`config.mk`:
```
export PLATFORM = sky130hd
export DESIGN_NAME = assoc_predictor_v2
export DESIGN_NICKNAME = d
export VERILOG_FILES = /design/src/rtl/assoc_predictor_v2.sv
export SDC_FILE = /design/constraint.sdc
export NUM_CORES = 2
export LEC_CHECK = 0
export ABC_CLOCK_PERIOD_IN_PS = 9600
export BUFFER_PORTS_ARGS = -buffer_cell sky130_fd_sc_hd__buf_2
export CAP_MARGIN = 10
export CORE_MARGIN = 3
export CORE_UTILIZATION = 40
export DETAILED_ROUTE_END_ITERATION = 8
export HOLD_SLACK_MARGIN = 0.12
export PLACE_DENSITY = 0.62
export RECOVER_POWER = 100
export SLEW_MARGIN = 20
export SYNTH_ARGS = -nofsm -noshare
export SYNTH_HDL_FRONTEND = slang
export SYNTH_SLANG_ARGS = --single-unit
```
`constraint.sdc`:
```
create_clock -name clk -period 9.6 [get_ports clk]
set_input_delay 2.4 -clock clk [delete_from_list [all_inputs] [get_ports clk]]
set_output_delay 2.4 -clock clk [all_outputs]
set_load 0.02 [all_outputs]
```
`src/rtl/assoc_predictor_v2.sv`:
```
// Associativity predictor: a shadow fully-associative LRU directory classifies
// real-cache misses, and per-epoch scores drive step up/down requests to the setup unit.
module assoc_predictor_v2 #(
    parameter int ADDR_BITS       = 32,
    parameter int OFFSET_BITS     = 6,
    parameter int SHADOW_ENTRIES  = 16,
    parameter int SETUP_LEVELS    = 4,
    parameter int EPOCH_LEN       = 64,
    parameter int CNT_BITS        = 8,
    parameter int CONFLICT_WEIGHT = 2,
    parameter int CAPACITY_WEIGHT = 1,
    parameter int UP_THRESH       = 16,
    parameter int DOWN_THRESH     = 16
) (
    input  logic                            clk,
    input  logic                            rst,
    input  logic                            acc_valid,
    input  logic [ADDR_BITS-1:0]            acc_addr,
    input  logic                            acc_hit,
    input  logic                            flush,
    input  logic                            setup_ready,
    output logic                            setup_valid,
    output logic                            setup_update,
    output logic [$clog2(SETUP_LEVELS)-1:0] setup_level,
    output logic                            cls_valid,
    output logic [1:0]                      cls_type
);
    localparam int TAG_W = ADDR_BITS - OFFSET_BITS;
    localparam int AGE_W = $clog2(SHADOW_ENTRIES);
    localparam int LVL_W = $clog2(SETUP_LEVELS);
    localparam int EP_W  = $clog2(EPOCH_LEN + 1);
    localparam logic [AGE_W-1:0]    AGE_MAX = AGE_W'(SHADOW_ENTRIES - 1);
    localparam logic [LVL_W-1:0]    LVL_MAX = LVL_W'(SETUP_LEVELS - 1);
    localparam logic [CNT_BITS-1:0] CNT_MAX = '1;

    localparam logic [1:0] CLS_HIT = 2'd0, CLS_COMP = 2'd1, CLS_CONF = 2'd2, CLS_CAP = 2'd3;

    logic [SHADOW_ENTRIES-1:0]            ent_valid;
    logic [SHADOW_ENTRIES-1:0][TAG_W-1:0] ent_tag;
    logic [SHADOW_ENTRIES-1:0][AGE_W-1:0] ent_age;
    logic [CNT_BITS-1:0]                  conflict_score, capacity_score;
    logic [EP_W-1:0]                      epoch_cnt;

    logic [TAG_W-1:0] tag;
    logic             unused_offset;
    assign tag           = acc_addr[ADDR_BITS-1:OFFSET_BITS];
    assign unused_offset = ^acc_addr[OFFSET_BITS-1:0];

    logic             sh_hit, sh_full, found_free;
    logic [AGE_W-1:0] hit_idx, victim_idx, hit_age;

    // Victim is the lowest free slot, otherwise the single entry holding the oldest age.
    always_comb begin
        sh_hit     = 1'b0;
        hit_idx    = '0;
        victim_idx = '0;
        found_free = 1'b0;
        for (int i = 0; i < SHADOW_ENTRIES; i++) begin
            if (ent_valid[i] && ent_tag[i] == tag) begin
                sh_hit  = 1'b1;
                hit_idx = AGE_W'(i);
            end
        end
        for (int i = SHADOW_ENTRIES - 1; i >= 0; i--) begin
            if (!ent_valid[i]) begin
                found_free = 1'b1;
                victim_idx = AGE_W'(i);
            end
        end
        if (!found_free) begin
            for (int i = 0; i < SHADOW_ENTRIES; i++) begin
                if (ent_age[i] == AGE_MAX) victim_idx = AGE_W'(i);
            end
        end
    end

    assign sh_full = &ent_valid;
    assign hit_age = ent_age[hit_idx];

    logic [1:0] cls_next;
    always_comb begin
        if (acc_hit)      cls_next = CLS_HIT;
        else if (sh_hit)  cls_next = CLS_CONF;
        else if (!sh_full) cls_next = CLS_COMP;
        else              cls_next = CLS_CAP;
    end

    logic [CNT_BITS:0]   conf_sum, cap_sum;
    logic [CNT_BITS-1:0] conf_next, cap_next;
    logic [EP_W-1:0]     epoch_next;
    logic                epoch_end;

    assign conf_sum   = {1'b0, conflict_score} + (CNT_BITS+1)'(CONFLICT_WEIGHT);
    assign cap_sum    = {1'b0, capacity_score} + (CNT_BITS+1)'(CAPACITY_WEIGHT);
    assign conf_next  = (cls_next != CLS_CONF) ? conflict_score :
                        conf_sum[CNT_BITS] ? CNT_MAX : conf_sum[CNT_BITS-1:0];
    assign cap_next   = (cls_next != CLS_CAP) ? capacity_score :
                        cap_sum[CNT_BITS] ? CNT_MAX : cap_sum[CNT_BITS-1:0];
    assign epoch_next = epoch_cnt + EP_W'(1);
    assign epoch_end  = (epoch_next == EP_W'(EPOCH_LEN));

    always_ff @(posedge clk) begin
        if (rst) begin
            ent_valid      <= '0;
            ent_tag        <= '0;
            ent_age        <= '0;
            conflict_score <= '0;
            capacity_score <= '0;
            epoch_cnt      <= '0;
            setup_valid    <= 1'b0;
            setup_update   <= 1'b0;
            setup_level    <= '0;
            cls_valid      <= 1'b0;
            cls_type       <= CLS_HIT;
        end else begin
            cls_valid <= acc_valid;
            cls_type  <= acc_valid ? cls_next : CLS_HIT;

            if (setup_valid && setup_ready) begin
                setup_valid <= 1'b0;
                setup_level <= setup_update ? setup_level + LVL_W'(1) : setup_level - LVL_W'(1);
            end

            if (flush) begin
                ent_valid      <= '0;
                conflict_score <= '0;
                capacity_score <= '0;
                epoch_cnt      <= '0;
            end else if (acc_valid) begin
                for (int i = 0; i < SHADOW_ENTRIES; i++) begin
                    if (sh_hit) begin
                        if (AGE_W'(i) == hit_idx)
                            ent_age[i] <= '0;
                        else if (ent_valid[i] && ent_age[i] < hit_age)
                            ent_age[i] <= ent_age[i] + AGE_W'(1);
                    end else if (AGE_W'(i) == victim_idx) begin
                        ent_valid[i] <= 1'b1;
                        ent_tag[i]   <= tag;
                        ent_age[i]   <= '0;
                    end else if (ent_valid[i] && ent_age[i] != AGE_MAX) begin
                        ent_age[i] <= ent_age[i] + AGE_W'(1);
                    end
                end

                // Scores and epoch hold still while a request waits for the setup unit.
                if (!setup_valid) begin
                    if (epoch_end) begin
                        conflict_score <= '0;
                        capacity_score <= '0;
                        epoch_cnt      <= '0;
                        if (conf_next >= CNT_BITS'(UP_THRESH) && setup_level != LVL_MAX) begin
                            setup_valid  <= 1'b1;
                            setup_update <= 1'b1;
                        end else if (cap_next >= CNT_BITS'(DOWN_THRESH) && setup_level != '0) begin
                            setup_valid  <= 1'b1;
                            setup_update <= 1'b0;
                        end
                    end else begin
                        conflict_score <= conf_next;
                        capacity_score <= cap_next;
                        epoch_cnt      <= epoch_next;
                    end
                end
            end
        end
    end
endmodule

```
==> run_results.csv <==
group,metric,value,unit
status,status,"finished with violations",
power,leakage,12.9,nW
die,start_util,40.8,%
logic_synthesis,ys_ff_latch,525,
setup_path,r2r-end,"ent_age[14]$_SDFFE_PP0P_",
timing,clock_skew,0.0647,ns
global_routing,grt_overflow,0,
global_routing,grt_pass1_vias,22800,
power,peakVddDrop,0.000150,V
routing,routed_wl,88.2,mm
final_layout,area_growth,10.5,%
routing,drt-vias-per-instance,5.62,
logic_synthesis,syn_area,29400,um^2
routing,antenna_left,0,
timing,fin_tns_setup,0,ns
timing,rsz0062_at_grt,"no",
flow_run,drv_cap,18,
die,core,72100,um^2
power,comb_power_share,7.5,%
routing,wl_per_cell,20.3,um
final_layout,antennaDiodeCount,0,
power,p_sw,1.22,mW
logic_synthesis,synth_area_leader_cell,"dfxtp_1",
global_routing,grt_max_degree,170,
hold_path,min_from,"capacity_score[1]$_SDFFE_PP0P_",
place,gp_congestion,0.950,
final_layout,fill_cells,7136,
power,p_sw_share,25.1,%
logic_synthesis,synth_fa_ha_area_share,2.85,%
setup_path,r2r_start,"ent_tag[73]$_SDFFE_PP0P_",
place,port_buffers,38,
die,die_area,76800,um^2
timing,max_slew.worst_pin.slew,3.56,ns
final_layout,final_nets,3455,
timing,slew_headroom,-137,%
setup_path,worst-path-max-fanout,19,
logic_synthesis,syn_nets,3469,
logic_synthesis,yosysWarnings,0,
timing,hold_viol,0,
timing,post-route-min-period,8.68,ns
logic_synthesis,ys_types,92,
clock_network,clockRootBuffer,"clkbuf_16",
logic_synthesis,yosysSeqAreaShare,35.8,%
setup_path,cp.arrival,9.18,ns
power,power_density,149,nW/um^2
logic_synthesis,synth_simple_gate_area_share,21.4,%
logic_synthesis,synth_area_per_cell,8.74,um^2
clock_network,clkSlewWorstSetupHoldPaths,0.06,ns
logic_synthesis,synth_top_family_by_area,"simple AND/OR/NAND/NOR gates",
logic_synthesis,synth_mux_area_share,14.9,%
power,seqPwrFrac,45.3,%
timing,slew_violations,654,
global_routing,grt_antenna_before_repair,2,
global_routing,grtUsageTotal,22.2,%
setup_path,r2r_cells,19,
timing,fmax,0.115,GHz
die,die_w,277,um
logic_synthesis,async_reset_ff_share,0,%
logic_synthesis,synthCells,3364,
global_routing,grt_pass1_wl,135,mm
die,fp.dieH,277,um
timing,setup_violations,0,
final_layout,drive_above_1_share,7.68,%
clock_network,clk_latency,0.66,ns
clock_network,postCtsSetupRepairBufs,0,
clock_network,clock-sinks,525,
die,io_pins,45,
place,pre_cts_ws,0.995,ns
clock_network,htreeDepth,2,
status,violations,"max-capacitance violations, max-slew violations",
logic_synthesis,synth-edff-count,0,
setup_path,worstSetupPathType,"primary input to register",
logic_synthesis,synth_compound_area_share,7.99,%
setup_path,r2r_setup_slack,2.81,ns
clock_network,hold_buffers,0,
clock_network,cts_tree,"built",
logic_synthesis,synth_xor_xnor_area_share,13.0,%
power,intPower,3.63,mW
timing,setup_slack,0.917,ns
hold_path,hold_end,"capacity_score[1]$_SDFFE_PP0P_",
power,p_clk_share,47.2,%
routing,drt_iter0_drc,2108,
logic_synthesis,ys.flop_type,"dfxtp_1",
clock_network,cts_made_buffers,60,
setup_path,worst_ep_required_time,10.09,ns
setup_path,cp-start-kind,"primary input",
clock_network,cts_max_path_buffers,3,
routing,dr_total_vias,24400,
hold_path,holdPathStages,2,
logic_synthesis,synth_area_leaders,"dfxtp_1 (36%), mux2i_1 (15%), xnor2_1 (7.7%)",
routing,drc,0,
setup_path,cp-end-kind,"register",
routing,first_pass_iters,5,
logic_synthesis,netlist.area_leader.share,35.8,%
place,dp_hpwl,62.1,mm
timing,fin_crit_sh,90.4,%
clock_network,cts_resized,0,
hold_path,min_path_type,"register to register",
die,rows,98,
worst max path at each step:
stage	to	slack, ns	startpoint	depth (start not counted)
3_5_place_dp	ent_age[19]$_SDFFE_PP0P_	0.99	acc_addr[6]	19
2_1_floorplan	ent_age[14]$_SDFFE_PP0P_	1.68	acc_addr[24]	19
6_report	ent_age[14]$_SDFFE_PP0P_	0.92	acc_addr[15]	20
3_3_place_gp	ent_age[19]$_SDFFE_PP0P_	1.00	acc_addr[6]	20
5_1_grt	ent_age[19]$_SDFFE_PP0P_	0.57	acc_addr[15]	20
4_1_cts	ent_age[19]$_SDFFE_PP0P_	1.63	acc_addr[6]	19
sequential cells by signal, summed over array words and instances (netlist names), 2 cells and up:
register        count
cls_type            2
epoch_cnt           7
ent_tag           416
ent_valid          16
setup_level         2
capacity_score      8
conflict_score      7
ent_age            64
area by class of cell:
cell class	instances	area, um^2	share of cell area [%]
timing repair buffer	155	1060	3.26
sequential	525	10500	32.4
clock inverter	21	216	0.666
clock buffer	91	1770	5.44
tap	950	1190	3.66
multi-input combinational	2578	17600	54.3
inverter	30	113	0.347
layer usage:
layer	up-vias	track usage, %	wire (um)
met4	2	7.84	3240
met1	11700	29.7	39200
li1	11800	-	-
met5	-	0	13
met3	210	4.05	5770
met2	744	35.8	39900
worst max-delay path: stages:
cell and delay, ns:
buf_2 0.61, clkbuf_1 0.32, xor2_1 0.14, nor4_1 0.29, nand3_1 0.13, or4_1 0.61
a31oi_1 0.47, o21bai_1 0.15, or3_1 0.43, and2_1 0.32, o221a_2 0.32, o221ai_1 1.02
ha_1 0.41, o21a_1 0.19, nor2_1 0.10, a21oi_1 0.07, a221o_1 0.35, a31oi_1 0.44
a21boi_0 0.17, o21a_1 0.20
cells in the final DEF (no fill, tap or decap), drive strengths merged, types with 13 or more instances in the layout:
cell,synthesis,routed
clkinv,1,20
nor3,52,52
a31oi,21,21
xor2,177,177
o21ai,67,67
and3,23,23
a21boi,13,13
o211ai,14,14
inv,29,29
or4,34,34
ha,67,67
a21oi,101,101
nand3,74,74
clkbuf,122,118
nor2,587,587
mux2i,433,433
nand2,151,151
buf,109,128
xnor2,259,259
nor4,69,69
nand4,156,156
dfxtp,525,525
nor2b,19,19
nand2b,35,35
synth_stat cells (9+ instances only):
| cell type | count |
|---|---|
| a21o_1 | 11 |
| a21oi_1 | 101 |
| a31oi_1 | 20 |
| and2_1 | 11 |
| and3_1 | 22 |
| buf_2 | 75 |
| buf_4 | 29 |
| clkbuf_1 | 122 |
| dfxtp_1 | 525 |
| ha_1 | 67 |
| inv_1 | 29 |
| mux2i_1 | 433 |
| nand2_1 | 151 |
| nand2b_1 | 35 |
| nand3_1 | 74 |
| nand4_1 | 155 |
| nor2_1 | 587 |
| nor2b_1 | 19 |
| nor3_1 | 51 |
| nor3b_1 | 12 |
| nor4_1 | 67 |
| o211ai_1 | 13 |
| o21a_1 | 12 |
| o21ai_0 | 65 |
| o221ai_1 | 9 |
| o31ai_1 | 9 |
| or2_2 | 9 |
| or3_1 | 9 |
| or4_1 | 32 |
| xnor2_1 | 259 |
| xor2_1 | 177 |
power by group through the flow:
stage / logic [mW] / registers (mW) / clock network (mW)
floorplan: 0.241 / 2.24 / 0
global placement: 0.359 / 2.24 / 0
detailed placement: 0.359 / 2.24 / 0
CTS: 0.361 / 2.19 / 2.34
global route: 0.385 / 2.19 / 2.43
finish: 0.361 / 2.19 / 2.29
through the flow:
stage               area (um^2)  total power [mW]  utilization (%)  instances  hold WS [ns]
global route              32500              5.00             45.1       4350         0.514
floorplan                 29400              2.48                -       3364         0.444
finish                    32500              4.84             45.1       4350         0.477
detailed placement        30700              2.60             42.5       4238         0.470
global placement          30700              2.60             42.5       4238         0.462
CTS                       32700              4.89             45.3       4350         0.477
cell families (layout without fill, tap and decap cells):
| family | after synthesis | in the layout |
|---|---|---|
| muxes | 437 | 437 |
| xor gates and xnor gates | 436 | 436 |
| DFF | 525 | 525 |
| and+or+nand+nor | 1289 | 1289 |
| adders and majority gates | 67 | 67 |
| buffers and inverters | 261 | 297 |
| AOI/OAI and AO/OA | 349 | 349 |
(Power assumes the default switching activity.)
